File: src/rtl/button_input_port_if.sv
// Read-port bundle between the CPU load path and the button input port.
// The CPU side drives the strobe and word index; the port returns registered data.
interface button_input_port_if;
  logic        rd_en;
  logic [1:0]  addr;
  logic [31:0] rdata;

  modport master (output rd_en, output addr, input rdata);
  modport slave  (input rd_en, input addr, output rdata);
endinterface

File: src/rtl/button_input_port.sv
// Board button/switch input port: synchronizes and debounces raw pins, flags presses,
// counts presses per button and exposes a 4-word read-only register window.
module button_input_port #(
  parameter int N_BTNS          = 2,
  parameter int N_SW            = 1,
  parameter int DEBOUNCE_CYCLES = 250000
) (
  input  logic                   clk,
  input  logic                   reset,
  input  logic [N_BTNS-1:0]      btns_raw_i,
  input  logic [N_SW-1:0]        sw_raw_i,
  button_input_port_if.slave     bus,
  output logic [N_BTNS-1:0]      btn_level_o,
  output logic [N_BTNS-1:0]      btn_press_o,
  output logic                   irq_o
);

  localparam int N_IN = N_BTNS + N_SW;
  localparam int CW   = $clog2(DEBOUNCE_CYCLES);
  localparam logic [CW-1:0] CNT_MAX = CW'(DEBOUNCE_CYCLES - 1);
  localparam logic [31:0]   ID_WORD = 32'hB770_0000 | (32'(N_SW) << 8) | 32'(N_BTNS);

  logic [N_IN-1:0]   raw_s;
  logic [N_IN-1:0]   sync1_q, sync2_q;
  logic [N_IN-1:0]   stable_q, stable_d;
  logic [CW-1:0]     cnt_q [N_IN];
  logic [CW-1:0]     cnt_d [N_IN];
  logic [N_BTNS-1:0] btn_s, btn_prev_q, press_q, press_d;
  logic [N_SW-1:0]   sw_s;
  logic [N_BTNS-1:0] ev_q, ev_d, ev_clr_s;
  logic [7:0]        pc_q [N_BTNS];
  logic [7:0]        pc_d [N_BTNS];
  logic              irq_q, irq_d;
  logic [31:0]       rdata_q, rdata_d;
  logic [31:0]       status_s, events_s, counts_s;

  assign raw_s = {sw_raw_i, btns_raw_i};
  assign btn_s = stable_q[N_BTNS-1:0];
  assign sw_s  = stable_q[N_IN-1:N_BTNS];

  // Debounce: the stable value flips on the DEBOUNCE_CYCLES-th consecutive differing synced sample.
  always_comb begin
    stable_d = stable_q;
    for (int i = 0; i < N_IN; i++) begin
      cnt_d[i] = {CW{1'b0}};
      if (sync2_q[i] != stable_q[i]) begin
        if (cnt_q[i] == CNT_MAX) begin
          stable_d[i] = sync2_q[i];
          cnt_d[i]    = {CW{1'b0}};
        end else begin
          cnt_d[i] = cnt_q[i] + CW'(1);
        end
      end else begin
        cnt_d[i] = {CW{1'b0}};
      end
    end
  end

  always_comb begin
    status_s = 32'h0;
    events_s = 32'h0;
    counts_s = 32'h0;
    status_s[N_BTNS-1:0]  = btn_s;
    status_s[16 +: N_SW]  = sw_s;
    events_s[N_BTNS-1:0]  = ev_q;
    for (int i = 0; i < N_BTNS; i++) begin
      counts_s[8*i +: 8] = pc_q[i];
    end
  end

  // Read mux and press bookkeeping; a read sees ev before its own clear, and a new press wins over the clear.
  always_comb begin
    rdata_d  = rdata_q;
    ev_clr_s = {N_BTNS{1'b0}};
    if (bus.rd_en) begin
      case (bus.addr)
        2'd0:    rdata_d = status_s;
        2'd1: begin
          rdata_d  = events_s;
          ev_clr_s = ev_q;
        end
        2'd2:    rdata_d = counts_s;
        2'd3:    rdata_d = ID_WORD;
        default: rdata_d = 32'h0;
      endcase
    end else begin
      rdata_d = rdata_q;
    end
    press_d = btn_s & ~btn_prev_q;
    ev_d    = (ev_q & ~ev_clr_s) | press_q;
    irq_d   = |ev_d;
    for (int i = 0; i < N_BTNS; i++) begin
      pc_d[i] = pc_q[i] + {7'd0, press_q[i]};
    end
  end

  always_ff @(posedge clk or negedge reset) begin
    if (!reset) begin
      sync1_q    <= {N_IN{1'b0}};
      sync2_q    <= {N_IN{1'b0}};
      stable_q   <= {N_IN{1'b0}};
      btn_prev_q <= {N_BTNS{1'b0}};
      press_q    <= {N_BTNS{1'b0}};
      ev_q       <= {N_BTNS{1'b0}};
      irq_q      <= 1'b0;
      rdata_q    <= 32'h0;
      for (int i = 0; i < N_IN; i++) begin
        cnt_q[i] <= {CW{1'b0}};
      end
      for (int i = 0; i < N_BTNS; i++) begin
        pc_q[i] <= 8'h00;
      end
    end else begin
      sync1_q    <= raw_s;
      sync2_q    <= sync1_q;
      stable_q   <= stable_d;
      btn_prev_q <= btn_s;
      press_q    <= press_d;
      ev_q       <= ev_d;
      irq_q      <= irq_d;
      rdata_q    <= rdata_d;
      for (int i = 0; i < N_IN; i++) begin
        cnt_q[i] <= cnt_d[i];
      end
      for (int i = 0; i < N_BTNS; i++) begin
        pc_q[i] <= pc_d[i];
      end
    end
  end

  assign bus.rdata   = rdata_q;
  assign btn_level_o = btn_s;
  assign btn_press_o = press_q;
  assign irq_o       = irq_q;

endmodule

File: src/flat_wrapper.sv
// flat-port wrapper written by rule: the top's interface ports become plain ports
module button_input_port_flat 
#(
  parameter int N_BTNS          = 2,
  parameter int N_SW            = 1,
  parameter int DEBOUNCE_CYCLES = 250000
)
  (clk, reset, btns_raw_i, sw_raw_i, btn_level_o, btn_press_o, irq_o, bus_rd_en, bus_addr, bus_rdata);
  button_input_port_if bus_i ();
  input  logic clk;
  input  logic reset;
  input  logic [N_BTNS-1:0] btns_raw_i;
  input  logic [N_SW-1:0] sw_raw_i;
  output logic [N_BTNS-1:0] btn_level_o;
  output logic [N_BTNS-1:0] btn_press_o;
  output logic irq_o;
  input wire logic [$bits(bus_i.rd_en)-1:0] bus_rd_en;
  input wire logic [$bits(bus_i.addr)-1:0] bus_addr;
  output wire logic [$bits(bus_i.rdata)-1:0] bus_rdata;
  assign bus_i.rd_en = bus_rd_en;
  assign bus_i.addr = bus_addr;
  assign bus_rdata = bus_i.rdata;
  button_input_port #(.N_BTNS(N_BTNS), .N_SW(N_SW), .DEBOUNCE_CYCLES(DEBOUNCE_CYCLES)) u_core (.clk(clk), .reset(reset), .btns_raw_i(btns_raw_i), .sw_raw_i(sw_raw_i), .bus(bus_i), .btn_level_o(btn_level_o), .btn_press_o(btn_press_o), .irq_o(irq_o));
endmodule
File: config.mk
export PLATFORM = sky130hd
export DESIGN_NAME = button_input_port_flat
export DESIGN_NICKNAME = d
export VERILOG_FILES = /design/src/rtl/button_input_port_if.sv /design/src/rtl/button_input_port.sv /design/src/flat_wrapper.sv
export SDC_FILE = /design/constraint.sdc
export NUM_CORES = 1
export LEC_CHECK = 0
export CAP_MARGIN = 20
export CORE_MARGIN = 4
export CORE_UTILIZATION = 51
export CTS_CLUSTER_DIAMETER = 100
export DETAILED_ROUTE_END_ITERATION = 10
export PLACE_DENSITY = 0.81
export SLEW_MARGIN = 5
export SYNTH_ARGS = -nofsm -noshare
export SYNTH_HDL_FRONTEND = slang
export SYNTH_SLANG_ARGS = --single-unit
File: constraint.sdc
create_clock -name clk -period 1.8 [get_ports clk]
set_input_delay 0.36 -clock clk [delete_from_list [all_inputs] [get_ports clk]]
set_output_delay 0.36 -clock clk [all_outputs]
set_load 0.02 [all_outputs]
==> results_dict.tcl <==
set metrics [dict create \
    run_status "finished with violations" \
    failing_checks "setup timing" \
    wirelength_mm 9.15 \
    async_flop_share_pct 100 \
    irDropWorstVdd_uv 505 \
    insertion_delay_ns 0.37 \
    critical_path.startpoint_type "flop" \
    vias_per_cell 5.41 \
    fin_crit_sh_pct 103 \
    max_freq_ghz 0.540 \
    r2r_slack_ns -0.05 \
    buffer_ports.inserted 38 \
    ios 45 \
    hold_viol_final 0 \
    cts_root_buffer "sky130_fd_sc_hd__clkbuf_8" \
    vert_die_dim_um 104 \
    synth_seq_cells 104 \
    dr.first_iter.drc_count 172 \
    power_per_unit_of_standard_cell_area_nw_per_um2 749 \
    gr-total-overflow 0 \
    ys_top_cells_by_area "sky130_fd_sc_hd__dfrtp_1 55%, sky130_fd_sc_hd__xnor2_1 8.0%, sky130_fd_sc_hd__nor2_1 4.9%" \
    timing.clock.skew_ns 0.0137 \
    post-synth-top-area-cell "sky130_fd_sc_hd__dfrtp_1" \
    route.vias.total 3362 \
    timing.max_cap.violations 0 \
    grt_setup_unrepaired "yes" \
    initial_utilization_pct 53.3 \
    placed_cells 603 \
    synth_common_cells "104 x sky130_fd_sc_hd__dfrtp_1, 62 x sky130_fd_sc_hd__nor2_1, 43 x sky130_fd_sc_hd__xnor2_1" \
    die-width_um 104 \
    via_count_of_the_first_global_routing_pass 3451 \
    seq_area_frac_synth_pct 55.2 \
    seqCellArea_sq_um 2600 \
    syn_avg_cell_area_sq_um 10.5 \
    hold_path.class "reg -> reg" \
    clockBufferDepth 2 \
    netlist_instances 450 \
    final_cells 621 \
    clkSlewWorstSetupHoldPaths_ns 0.11 \
    hold_depth 0 \
    post_synth_instance_area_sq_um 4710 \
    timing_max_transition_violations_final 0 \
    num_antenna_cells 0 \
    first_pass_grt_wire_length_mm 15.9 \
    grt_usage_pct 17.7 \
    total_leakage_power_nw 2.51 \
    avgRoutedWirePerCell_um 14.7 \
    post-synth-top-count-cell "sky130_fd_sc_hd__dfrtp_1" \
    die_area_sq_um 10800 \
    area.growth.synth_to_final_pct 18.1 \
    firstDrtPassIters 4 \
    whs_ns 0.349 \
    cts.sink_count 104 \
    synth_largest_type_area_fraction_pct 55.2 \
    drive_above_1_share_pct 12.7 \
    timing.critical_path.cells "or4_4 > or3b_4 > nor2_4 > mux2_4" \
    worst_ep_required_time_ns 2.07 \
    tritoncts.num_buffers 9 \
    arrival_ns 2.12 \
    worstHoldEndpoint "u_core.sync2_q[2]$_DFF_PN0_" \
    worstHoldStart "u_core.sync1_q[2]$_DFF_PN0_" \
    detailed_place_hpwl_mm 6.36 \
    crit_type "reg -> reg" \
    final_worst_setup_slack_ns -0.0512 \
    critical_path.max_fanout 3 \
    slowest_stage_cell_on_the_critical_path "sky130_fd_sc_hd__or4_4" \
    crit_path_max_incr_delay_ns 0.53 \
    startpoint_of_the_most_critical_register_to_register_path "u_core.cnt_q[9]$_DFF_PN0_" \
    sort_of_element_at_the_end_of_the_critical_path "flop" \
    num-nets-final 523 \
    synth_edf_count 0 \
    grt_start_max_net_pins 52 \
    cts_tree "done" \
    ff2ff_path_depth 4 \
    synth-main-ff-cell "sky130_fd_sc_hd__dfrtp_1" \
    drcViolationCount 0 \
    antenna_found_initial 0 \
    warnings_from_yosys 0 \
    rr_endpoint "u_core.stable_q[2]$_DFFE_PN0P_" \
    setup_viol 19 \
    ant_nets 0 \
    final.min_clock_period_ns 1.85 \
    num_rows 34 \
    netlist-cell-type-count 40 \
    core-area_sq_um 8850 \
    gp_congestion 0.879 \
    fillers 697 \
    cts.htree.levels 3 \
    multi_input_comb_area_sq_um 1890 \
]
## repair_timing
action                     in CTS  in global routing
gates resized for setup        12                  7
buffers inserted                0                  1
setup endpoints to repair      30                 44
hold endpoints to repair       24                  0
pin swaps                       3                  1
hold buffers                    1                  0
## registers in the layout, summed over array words and instances, names as in the netlist
| register | count |
|---|---|
| u_core.ev_q | 2 |
| u_core.sync2_q | 3 |
| u_core.btn_press_o | 2 |
| u_core.btn_prev_q | 2 |
| u_core.cnt_q | 54 |
| u_core.bus.rdata | 18 |
| u_core.counts_s | 16 |
| u_core.stable_q | 3 |
| u_core.sync1_q | 3 |
| u_core.irq_o | 1 |
## stage by stage
| step | setup TNS (ns) | worst slack (ns) | power, mW | cell area [sq um] | util [%] |
|---|---|---|---|---|---|
| 2_1_floorplan | -0.212 | -0.0441 | 2.57 | 4740 | - |
| 3_3_place_gp | -0.0323 | -0.0323 | 2.68 | 5310 | 60.0 |
| 3_5_place_dp | -0.591 | -0.0840 | 2.69 | 5310 | 60.0 |
| 4_1_cts | -0.895 | -0.0757 | 4.20 | 5530 | 62.5 |
| 5_1_grt | -0.693 | -0.0704 | 4.31 | 5560 | 62.9 |
| 6_report | -0.362 | -0.0512 | 4.16 | 5560 | 62.9 |
## metal layers
metal / track usage (%) / wire (um)
met1: 23.0 / 4200
met3: 3.97 / 378
met5: 0 / 0
met4: 7.22 / 101
met2: 29.0 / 4470
## cells in the final DEF, fill, tap and decap left out, drive strengths merged, types with 3 or more instances in the layout
cell type and n:
a21oi 4, and3 4, and4 4, buf 29, clkbuf 9, clkdlybuf4s50 24, clkinv 4, conb 6
dfrtp 104, dlygate4sd2 11, ha 7, inv 29, mux2 4, nand2 30, nand3 23, nand3b 3
nand4 18, nor2 62, nor3 12, nor4 15, nor4b 3, o21ai 21, or2 4, or3 3
or4 3, xnor2 43, xor2 16
## cells by family after synthesis
| group | after synthesis | synth area share [%] |
|---|---|---|
| adders and majority gates | 7 | 1.86 |
| xor gates and xnor gates | 59 | 11.0 |
| buffers and inverters | 52 | 5.68 |
| DFF | 104 | 55.2 |
| muxes | 6 | 1.38 |
| and+or+nand+nor | 187 | 19.9 |
| AOI/OAI and AO/OA | 34 | 4.89 |
| other | 1 | 0.0796 |
## power breakdown
part / internal [mW] / total (mW) / switching (mW)
sequential: 2.36 / 2.39 / 0.0273
clock: 0.672 / 1.54 / 0.863
combinational: 0.0857 / 0.237 / 0.151
total: 3.12 / 4.16 / 1.04
## worst max-delay path: cells and delay by family, from the launching register on
family	cells	cell delay (ns)
AND/OR/NAND/NOR	3	1.06
flip-flops	1	0.40
multiplexers	1	0.30
## cell type report
| type | instances | share of cell area (%) |
|---|---|---|
| clock inverter | 7 | 1.62 |
| clock buffer | 9 | 2.23 |
| timing repair buffer | 67 | 11.0 |
| tap | 108 | 2.43 |
| inverter | 27 | 1.82 |
| sequential | 104 | 46.8 |
| multi-input combinational | 299 | 34.1 |
## worst max path at each step
stage	startpoint	to	slack (ns)
final	u_core.cnt_q[9]$_DFF_PN0_	u_core.stable_q[2]$_DFFE_PN0P_	-0.05
after detailed placement	bus_addr[1]	u_core.bus.rdata[11]$_DFFE_PN0P_	-0.08
after floorplan	u_core.cnt_q[11]$_DFF_PN0_	u_core.stable_q[2]$_DFFE_PN0P_	-0.04
after global placement	u_core.cnt_q[8]$_DFF_PN0_	u_core.stable_q[2]$_DFFE_PN0P_	-0.03
after CTS	u_core.cnt_q[9]$_DFF_PN0_	u_core.stable_q[2]$_DFFE_PN0P_	-0.08
after global routing	u_core.cnt_q[9]$_DFF_PN0_	u_core.stable_q[2]$_DFFE_PN0P_	-0.07
No activity file was read; power rests on OpenSTA's default activity.
